==> config.mk <==
export PLATFORM = sky130hd
export DESIGN_NAME = mem_lsu_flat
export DESIGN_NICKNAME = d
export VERILOG_FILES = /design/src/rtl/mem_lsu_if.sv /design/src/rtl/mem_lsu.sv /design/src/flat_wrapper.sv
export SDC_FILE = /design/constraint.sdc
export NUM_CORES = 1
export LEC_CHECK = 0
export ABC_AREA = 1
export ABC_CLOCK_PERIOD_IN_PS = 1400
export BUFFER_PORTS_ARGS = -buffer_cell sky130_fd_sc_hd__buf_2
export CAP_MARGIN = 20
export CORE_MARGIN = 3
export CORE_UTILIZATION = 45
export CTS_BUF_LIST = sky130_fd_sc_hd__clkbuf_16
export DETAILED_ROUTE_END_ITERATION = 8
export GPL_ROUTABILITY_DRIVEN = 0
export PLACE_DENSITY = 0.85
export SLEW_MARGIN = 30
export SYNTH_ARGS = -nofsm -noshare
export SYNTH_HDL_FRONTEND = slang
export SYNTH_SLANG_ARGS = --single-unit
==> constraint.sdc <==
create_clock -name clk -period 1.4 [get_ports clk]
set_input_delay 0.21 -clock clk [delete_from_list [all_inputs] [get_ports clk]]
set_output_delay 0.21 -clock clk [all_outputs]
set_load 0.1 [all_outputs]
==> src/rtl/mem_lsu_if.sv <==
// mem_lsu_if: request/response/RAM bundle between the pipeline MEM stage, mem_lsu and the data RAM
interface mem_lsu_if #(parameter int ADDR_W = 32);
   logic              req_valid;
   logic              req_ready;
   logic [3:0]        req_op;
   logic [ADDR_W-1:0] req_addr;
   logic [31:0]       req_rt;
   logic [4:0]        req_wd;
   logic              llbit_clr;
   logic              resp_valid;
   logic              resp_wen;
   logic [4:0]        resp_wd;
   logic [31:0]       resp_wdata;
   logic              resp_misal;
   logic              mem_ce;
   logic              mem_we;
   logic [ADDR_W-1:0] mem_addr;
   logic [3:0]        mem_sel;
   logic [31:0]       mem_wdata;
   logic [31:0]       mem_rdata;
   modport master (
      output req_valid, req_op, req_addr, req_rt, req_wd, llbit_clr, mem_rdata,
      input  req_ready, resp_valid, resp_wen, resp_wd, resp_wdata, resp_misal,
             mem_ce, mem_we, mem_addr, mem_sel, mem_wdata
   );
   modport slave (
      input  req_valid, req_op, req_addr, req_rt, req_wd, llbit_clr, mem_rdata,
      output req_ready, resp_valid, resp_wen, resp_wd, resp_wdata, resp_misal,
             mem_ce, mem_we, mem_addr, mem_sel, mem_wdata
   );
endinterface

==> src/rtl/mem_lsu.sv <==
// mem_lsu: big-endian MEM-stage load/store unit in front of a registered byte-lane RAM; LSU_LLSC_EN enables LL/SC tracking
module mem_lsu (
   input logic     clk,
   input logic     rst,
   mem_lsu_if.slave bus
);
   typedef enum logic [1:0] {IDLE, RD_WAIT, RESP} state_t;
   localparam logic [3:0] OP_LB = 4'd0, OP_LBU = 4'd1, OP_LH = 4'd2, OP_LHU = 4'd3, OP_LW = 4'd4,
                          OP_LWL = 4'd5, OP_LWR = 4'd6, OP_SB = 4'd8, OP_SH = 4'd9, OP_SW = 4'd10,
                          OP_SWL = 4'd11, OP_SWR = 4'd12, OP_LL = 4'd13, OP_SC = 4'd14;
   state_t      state, state_nx;
   logic [3:0]  op, op_q;
   logic [1:0]  a, a_q;
   logic [31:0] rt, rt_q, data_q, ld_data, wdata;
   logic [4:0]  wd_q;
   logic [3:0]  sel;
   logic [7:0]  ld_byte;
   logic [15:0] ld_half;
   logic        accept, is_load, is_store, misal, sc_ok, sc_wen, ce, we, misal_q, wen_q, resp;
   assign op      = bus.req_op;
   assign a       = bus.req_addr[1:0];
   assign rt      = bus.req_rt;
   assign accept  = state == IDLE && bus.req_valid;
   assign is_load = op inside {OP_LB, OP_LBU, OP_LH, OP_LHU, OP_LW, OP_LWL, OP_LWR, OP_LL};
   assign is_store = op inside {OP_SB, OP_SH, OP_SW, OP_SWL, OP_SWR};
   assign misal   = ((op inside {OP_LH, OP_LHU, OP_SH}) && a[0]) ||
                    ((op inside {OP_LW, OP_SW, OP_LL, OP_SC}) && a != 2'd0);
`ifdef LSU_LLSC_EN
   logic llbit;
   assign sc_ok  = llbit;
   assign sc_wen = op == OP_SC;
   // LLbit: set by an accepted LL, consumed by an accepted SC; an external clear always wins
   always_ff @(posedge clk) begin
      if (rst) llbit <= 1'b0;
      else if (bus.llbit_clr) llbit <= 1'b0;
      else if (accept && !misal && op == OP_LL) llbit <= 1'b1;
      else if (accept && !misal && op == OP_SC) llbit <= 1'b0;
   end
`else
   logic unused_llbit_clr;
   assign sc_ok            = 1'b1;
   assign sc_wen           = 1'b0;
   assign unused_llbit_clr = bus.llbit_clr;
`endif
   // SC without a reservation, misaligned ops and NOPs never touch the RAM
   assign ce = accept && !misal && (is_load || is_store || (op == OP_SC && sc_ok));
   assign we = ce && !is_load;
   // store lane enables and replicated/shifted write data (big-endian: lane 3 is addr offset 0)
   always_comb begin
      sel   = 4'b1111;
      wdata = rt;
      case (op)
         OP_SB: begin
            sel   = 4'b1000 >> a;
            wdata = {4{rt[7:0]}};
         end
         OP_SH: begin
            sel   = a[1] ? 4'b0011 : 4'b1100;
            wdata = {2{rt[15:0]}};
         end
         OP_SWL: begin
            sel   = 4'b1111 >> a;
            wdata = rt >> {a, 3'b000};
         end
         OP_SWR: begin
            sel   = 4'b1111 << ~a;
            wdata = rt << {~a, 3'b000};
         end
         default: ;
      endcase
   end
   assign bus.mem_ce    = ce;
   assign bus.mem_we    = we;
   assign bus.mem_addr  = ce ? bus.req_addr : '0;
   assign bus.mem_sel   = ce ? sel : 4'b0000;
   assign bus.mem_wdata = we ? wdata : 32'd0;
   assign ld_byte = 8'(bus.mem_rdata >> {~a_q, 3'b000});
   assign ld_half = a_q[1] ? bus.mem_rdata[15:0] : bus.mem_rdata[31:16];
   // align the registered RAM word for writeback; LWL/LWR merge with the latched rt
   always_comb begin
      ld_data = bus.mem_rdata;
      case (op_q)
         OP_LB:  ld_data = {{24{ld_byte[7]}}, ld_byte};
         OP_LBU: ld_data = {24'd0, ld_byte};
         OP_LH:  ld_data = {{16{ld_half[15]}}, ld_half};
         OP_LHU: ld_data = {16'd0, ld_half};
         OP_LWL: ld_data = (bus.mem_rdata << {a_q, 3'b000}) | (rt_q & ~(32'hFFFF_FFFF << {a_q, 3'b000}));
         OP_LWR: ld_data = (bus.mem_rdata >> {~a_q, 3'b000}) | (rt_q & ~(32'hFFFF_FFFF >> {~a_q, 3'b000}));
         default: ;
      endcase
   end
   // next state: only aligned loads wait for RAM data, everything else answers next cycle
   always_comb begin
      state_nx = state == IDLE    ? (accept ? ((is_load && !misal) ? RD_WAIT : RESP) : IDLE) :
                 state == RD_WAIT ? RESP : IDLE;
   end
   // state register
   always_ff @(posedge clk) begin
      if (rst) state <= IDLE;
      else state <= state_nx;
   end
   // capture request context at accept, then the aligned load word while waiting on the RAM
   always_ff @(posedge clk) begin
      if (rst) begin
         op_q    <= 4'd0;
         a_q     <= 2'd0;
         rt_q    <= 32'd0;
         wd_q    <= 5'd0;
         misal_q <= 1'b0;
         wen_q   <= 1'b0;
         data_q  <= 32'd0;
      end else if (accept) begin
         op_q    <= op;
         a_q     <= a;
         rt_q    <= rt;
         wd_q    <= bus.req_wd;
         misal_q <= misal;
         wen_q   <= !misal && (is_load || sc_wen);
         data_q  <= {31'd0, sc_wen && sc_ok && !misal};
      end else if (state == RD_WAIT) begin
         data_q  <= ld_data;
      end
   end
   assign resp           = state == RESP;
   assign bus.req_ready  = state == IDLE;
   assign bus.resp_valid = resp;
   assign bus.resp_wen   = resp && wen_q;
   assign bus.resp_wd    = resp ? wd_q : 5'd0;
   assign bus.resp_wdata = (resp && wen_q) ? data_q : 32'd0;
   assign bus.resp_misal = resp && misal_q;
endmodule

==> src/flat_wrapper.sv <==
// flat-port wrapper written by rule: the top's interface ports become plain ports
module mem_lsu_flat 
  (clk, rst, bus_req_valid, bus_req_op, bus_req_addr, bus_req_rt, bus_req_wd, bus_llbit_clr, bus_mem_rdata, bus_req_ready, bus_resp_valid, bus_resp_wen, bus_resp_wd, bus_resp_wdata, bus_resp_misal, bus_mem_ce, bus_mem_we, bus_mem_addr, bus_mem_sel, bus_mem_wdata);
  mem_lsu_if bus_i ();
  input logic clk;
  input logic rst;
  input wire logic [$bits(bus_i.req_valid)-1:0] bus_req_valid;
  input wire logic [$bits(bus_i.req_op)-1:0] bus_req_op;
  input wire logic [$bits(bus_i.req_addr)-1:0] bus_req_addr;
  input wire logic [$bits(bus_i.req_rt)-1:0] bus_req_rt;
  input wire logic [$bits(bus_i.req_wd)-1:0] bus_req_wd;
  input wire logic [$bits(bus_i.llbit_clr)-1:0] bus_llbit_clr;
  input wire logic [$bits(bus_i.mem_rdata)-1:0] bus_mem_rdata;
  output wire logic [$bits(bus_i.req_ready)-1:0] bus_req_ready;
  output wire logic [$bits(bus_i.resp_valid)-1:0] bus_resp_valid;
  output wire logic [$bits(bus_i.resp_wen)-1:0] bus_resp_wen;
  output wire logic [$bits(bus_i.resp_wd)-1:0] bus_resp_wd;
  output wire logic [$bits(bus_i.resp_wdata)-1:0] bus_resp_wdata;
  output wire logic [$bits(bus_i.resp_misal)-1:0] bus_resp_misal;
  output wire logic [$bits(bus_i.mem_ce)-1:0] bus_mem_ce;
  output wire logic [$bits(bus_i.mem_we)-1:0] bus_mem_we;
  output wire logic [$bits(bus_i.mem_addr)-1:0] bus_mem_addr;
  output wire logic [$bits(bus_i.mem_sel)-1:0] bus_mem_sel;
  output wire logic [$bits(bus_i.mem_wdata)-1:0] bus_mem_wdata;
  assign bus_i.req_valid = bus_req_valid;
  assign bus_i.req_op = bus_req_op;
  assign bus_i.req_addr = bus_req_addr;
  assign bus_i.req_rt = bus_req_rt;
  assign bus_i.req_wd = bus_req_wd;
  assign bus_i.llbit_clr = bus_llbit_clr;
  assign bus_i.mem_rdata = bus_mem_rdata;
  assign bus_req_ready = bus_i.req_ready;
  assign bus_resp_valid = bus_i.resp_valid;
  assign bus_resp_wen = bus_i.resp_wen;
  assign bus_resp_wd = bus_i.resp_wd;
  assign bus_resp_wdata = bus_i.resp_wdata;
  assign bus_resp_misal = bus_i.resp_misal;
  assign bus_mem_ce = bus_i.mem_ce;
  assign bus_mem_we = bus_i.mem_we;
  assign bus_mem_addr = bus_i.mem_addr;
  assign bus_mem_sel = bus_i.mem_sel;
  assign bus_mem_wdata = bus_i.mem_wdata;
  mem_lsu u_core (.clk(clk), .rst(rst), .bus(bus_i));
endmodule
==> reports/qor.txt, run 1 <==
Sequential area share after synthesis - 0.214
I/O pin count - 220
Std cell rows - 46
Root buf cell - clkbuf_16
Syn. warnings - 0
Hold buffer count at cts - 0
Post-Syn Nets - 1,524
Synthesized cell area - 7400 µm²
Synthesized area per cell - 5.23 µm²
#FFs+latches synth - 79
Initial Util - 0.463
DP HPWL - 27,000 µm
CTS sink count - 79
Die height - 134 µm
Pin count of the biggest net entering global routing - 52
CTS max path bufs - 2
Worst endpoint, post-GRT repair - bus_mem_wdata[27]
Failed at - global routing
Port Buf Inserts - 218
Total GRT Usage - 0.821
Total CTS buffers - 9
Worst_ep kind - primary output
Error - [ERROR GRT-0232] Routing congestion too high. Check the congestion heatmap in the GUI.
H-tree levels - 3
Die W - 134 µm
Synth unique cells - 28
Placed Cells - 1,981
Run status - did not finish
Synth Instances - 1,415
Grt ovf - 333
-- through the flow --
stage | setup WS [ps] | instance area (µm²) | hold WS, ps | setup TNS [ps] | util
after CTS | -637 | 14200 | 56.1 | -65860 | 0.889
after detailed placement | -687 | 12800 | 414 | -53550 | 0.799
after global placement | -555 | 12800 | 413 | -41640 | 0.799
after floorplan | -1270 | 8400 | 318 | -125070 | -
-- per-layer routing --
metal | GRT overflow | GRT usage
met3 | 3 | 0.693
met1 | 3 | 0.782
met2 | 190 | 0.982
met5 | 1 | 0.306
met4 | 136 | 0.888
-- kinds of logic after synthesis --
family	after synthesis	share of synthesized area
and+or+nand+nor	799	0.439
AOI/OAI and AO/OA	261	0.190
buffers and inverters	276	0.157
DFF	79	0.214
-- synth_stat cells --
library cell / instances / share of area
a21oi_1: 79 / 0.053
a31o_2: 1 / 0.0012
a31oi_1: 1 / 0.00085
buf_1: 3 / 0.0015
buf_2: 32 / 0.022
buf_4: 9 / 0.0091
buf_6: 7 / 0.011
clkbuf_1: 33 / 0.017
dfxtp_1: 79 / 0.21
inv_1: 184 / 0.093
inv_2: 8 / 0.0041
nand2_1: 373 / 0.19
nand2_2: 5 / 0.0042
nand2_4: 1 / 0.0015
nand3_1: 120 / 0.081
nand3_2: 1 / 0.0014
nand3_4: 1 / 0.0024
nand3b_4: 1 / 0.0027
nor2_1: 280 / 0.14
nor2_2: 4 / 0.0034
nor2_4: 3 / 0.0046
nor3_1: 8 / 0.0054
o211ai_1: 16 / 0.016
o21ai_0: 100 / 0.068
o21ai_1: 21 / 0.014
o21ai_2: 1 / 0.0012
o22ai_1: 42 / 0.035
or2_2: 2 / 0.0017
-- what timing repair did --
| action | in CTS |
|---|---|
| setup endpoints to repair | 164 |
| endpoints found under the hold margin | 0 |
| pin swaps | 82 |
| setup buffers | 24 |
| resized for setup | 203 |
| gates cloned | 12 |
==> run 2: changes to the inputs <==
--- a/config.mk
+++ b/config.mk
@@ -6,15 +6,14 @@
 export NUM_CORES = 1
 export LEC_CHECK = 0
 export ABC_AREA = 1
-export ABC_CLOCK_PERIOD_IN_PS = 1400
+export ABC_CLOCK_PERIOD_IN_PS = 1800
 export BUFFER_PORTS_ARGS = -buffer_cell sky130_fd_sc_hd__buf_2
 export CAP_MARGIN = 20
 export CORE_MARGIN = 3
-export CORE_UTILIZATION = 45
-export CTS_BUF_LIST = sky130_fd_sc_hd__clkbuf_16
+export CORE_UTILIZATION = 30
 export DETAILED_ROUTE_END_ITERATION = 8
 export GPL_ROUTABILITY_DRIVEN = 0
-export PLACE_DENSITY = 0.85
+export PLACE_DENSITY_LB_ADDON = 0.15
 export SLEW_MARGIN = 30
 export SYNTH_ARGS = -nofsm -noshare
 export SYNTH_HDL_FRONTEND = slang
==> constraint.sdc (replaced) <==
create_clock -name clk -period 1.8 [get_ports clk]
set_input_delay 0.27 -clock clk [delete_from_list [all_inputs] [get_ports clk]]
set_output_delay 0.27 -clock clk [all_outputs]
set_load 0.1 [all_outputs]
==> run 2 against run 1 <==
- synthesized cell count unchanged
- the flow now finishes, with violations (negative setup slack)
- area after synthesis unchanged
==> reports/qor.txt, run 2 <==
Run status - finished, violations left (was did not finish)
DP HPWL - 24,900 µm (was 27,000 µm)
CP peak stage delay - 340 ps
Syn. warnings - 0 (unchanged)
Startpoint types - flip-flop
P_sw - 3.34 mW
Post-synthesis compound-gate area fraction - 0.190 (unchanged)
Dominant synthesized flop cell - dfxtp_1 (unchanged)
Worst hold slack - 114 ps
Multiplexer area fraction after synthesis - 0 (unchanged)
WL/cell - 15.8 µm
Vias per cell - 4.98
Antenna-violating nets left - 0
Placed cell area - 12,200 µm² (was 12,800 µm²)
Worst slew pin tran - 624 ps
Most common cell after layout, fill and taps aside - nand2_1
Via Count - 10,200
EDFF count, synth - 0 (unchanged)
R2R Setup Slk - 120 ps
Synth unique cells - 28 (unchanged)
Total CTS buffers - 9 (unchanged)
CP top delay family - simple AND/OR/NAND/NOR gates
Pin count of the biggest net entering global routing - 76
Synthesized cell area - 7400 µm² (unchanged)
RSZ-0062 raised after global routing - true
Synth Instances - 1,415 (unchanged)
Worst-path cell chain - nor2_4 > nand2_4 > nor2_4 > nand3b_4 > clkbuf_16 > nor2_4 > buf_12
CTS sink count - 79 (unchanged)
I/O pin count - 220 (unchanged)
Nets@finish - 1,823
Failing checks - negative setup slack
Worst Skew - 10.7 ps
Root buf cell - clkbuf_16 (unchanged)
Clk pwr share - 0.235
Crit path max fanout - 6
DRC Markers - 0
CTS tree - done
Regs by FF count - u_core.data_q (32), u_core.rt_q (32), u_core.wd_q (5)
First-pass GRT wire length - 50,600 µm
Adder-cell share of the synthesized area - 0 (unchanged)
Dpl ws - -319 ps (was -687 ps)
Post-route cell area - 13,100 µm²
Grt ovf - 0
XOR/XNOR Fraction of Synth Area - 0 (unchanged)
Port Buf Inserts - 218 (unchanged)
Setup ws final - -271 ps
Total GRT Usage - 0.238
Synthesized area per cell - 5.23 µm² (unchanged)
Internal power - 4.21 mW
Post-synth ARST share - 0 (unchanged)
Yosys top cell by area - dfxtp_1 (unchanged)
Post-Syn Nets - 1,524 (unchanged)
WP data required - 1530 ps
Initial antenna violation count - 4
Critical path class - reg -> out
Die ar. - 26,600 µm²
Number of iterations in the first detailed-routing pass - 5
Worst hold path type - in -> reg
Period utilisation layout - 1.15
Synth top area cells - dfxtp_1, nand2_1, nor2_1 (unchanged)
CP max stage cell - dfxtp_2
Vias in the first global route - 9,549
FILL cells - 2,394
Arrival time worst endpoint - 1800 ps
Main combinational cell family by area after synthesis - simple AND/OR/NAND/NOR gates (unchanged)
Layout area overhead - 76.3%
Max_slew headroom - 0.584
Crit path buf inv count - 2
Nature of the critical path endpoint - output port
Commonest cells after routing, fill and taps aside - nand2_1, inv_1, nor2_1, buf_12, nand3_1
Setup Viol. Count Final - 101
Post-route minimum period - 2070 ps
Register share of total power - 0.250
Synth Area in Simple Gates - 0.439 (unchanged)
Cell mode on critical path - nor2_4
Max cap viols - 0
Die W - 163 µm (was 134 µm)
Share of layout cells above drive strength 1 - 0.326
Die height - 163 µm (was 134 µm)
#FFs+latches synth - 79 (unchanged)
Leakage - 5.82 nW
Logic pwr share - 0.516
Yosys top cell area share - 0.214 (unchanged)
Post-synth top cells - nand2_1, nor2_1, inv_1 (unchanged)
H-tree levels - 3 (unchanged)
Hold Vio Cnt, Final - 0
Max-slew violation count - 0
Non-filler cells, final - 2,039
Worst-path clk slew - 70 ps
Net Sw Frac - 0.443
1st-iter DRT viols - 809
Placed Cells - 2,003 (was 1,981)
CTS max path bufs - 2 (unchanged)
Std cell rows - 56 (was 46)
Most numerous cell in the Yosys netlist - nand2_1 (unchanged)
Core Footprint - 23,900 µm²
F_max - 483 MHz
Clk Latency, worst-skew pair - 350 ps
Peak supply drop - 417 µV
Sequential area share after synthesis - 0.214 (unchanged)
Sum Neg Setup Slack - -18,570 ps
Power per Cell Area - 578 nW/µm²
Initial Util - 0.310 (was 0.463)
Final WL - 32,200 µm
[run 2: logic make-up (layout without fill, tap and decap cells)]
kind of cell,after synthesis,after routing
buf+inv,276,580
simple gates,799,799
flops,79,79
compound gates,261,261
other cells,0,1
[run 2: final cells by class]
cell class              count  area [µm²]  area share
diodes                      1        2.50    0.000192
clock buffers               9         225      0.0172
clock inverters             7        55.1     0.00422
inverters                 192         753      0.0577
multi-input cells        1060        5630       0.431
flip-flops and latches     79        1590       0.122
well taps                 319         399      0.0306
repair buffers            372        4400       0.337
[run 2: repair_timing]
action,4_1_cts,5_1_grt
cloned,3,7
buffers inserted,7,4
resized for setup,38,57
pin swaps,7,13
endpoints found under the setup margin,102,123
hold buffers,0,0
[run 2: power groups by stage]
stage / Combinational (mW) / Clock (mW) / Sequential [mW]
floorplan: 2.35 / 0 / 1.91
global placement: 3.66 / 0 / 1.92
detailed placement: 3.67 / 0 / 1.93
CTS: 3.74 / 1.80 / 1.89
global route: 4.16 / 1.88 / 1.90
finish: 3.89 / 1.77 / 1.89
[run 2: final timing paths]
path	depth (start not counted)	startpoint	end
setup reg to reg	9	u_core.op_q[1]	u_core.data_q[7]
hold reg to reg	2	u_core.data_q[4]	u_core.data_q[4]
hold / removal	3	bus_req_wd[2]	u_core.wd_q[2]
setup / recovery	7	u_core.state[1]	bus_mem_wdata[1]
[run 2: stage by stage]
stage | util | power [mW]
after floorplan | - | 4.26
after global placement | 0.509 | 5.58
after detailed placement | 0.509 | 5.60
after CTS | 0.532 | 7.42
after global routing | 0.546 | 7.94
final | 0.546 | 7.55
[run 2: worst reg2reg max path: stages, from the launching register on]
cell     delay, ps
dfxtp_1        350
inv_1          110
nor2_1         190
nand2_2        100
nand3_4        110
buf_12         200
nand3_1        120
o21ai_2        200
buf_4          150
a21oi_1         50
[run 2: layer usage]
metal / track usage / routed length (µm) / vias up
met1: 0.313 / 13400 / 4527
met4: 0.0707 / 767 / 6
li1: - / - / 5082
met2: 0.386 / 14900 / 486
met5: 0 / 31 / -
met3: 0.0568 / 3030 / 50
Power figures use the tool's default switching activity.
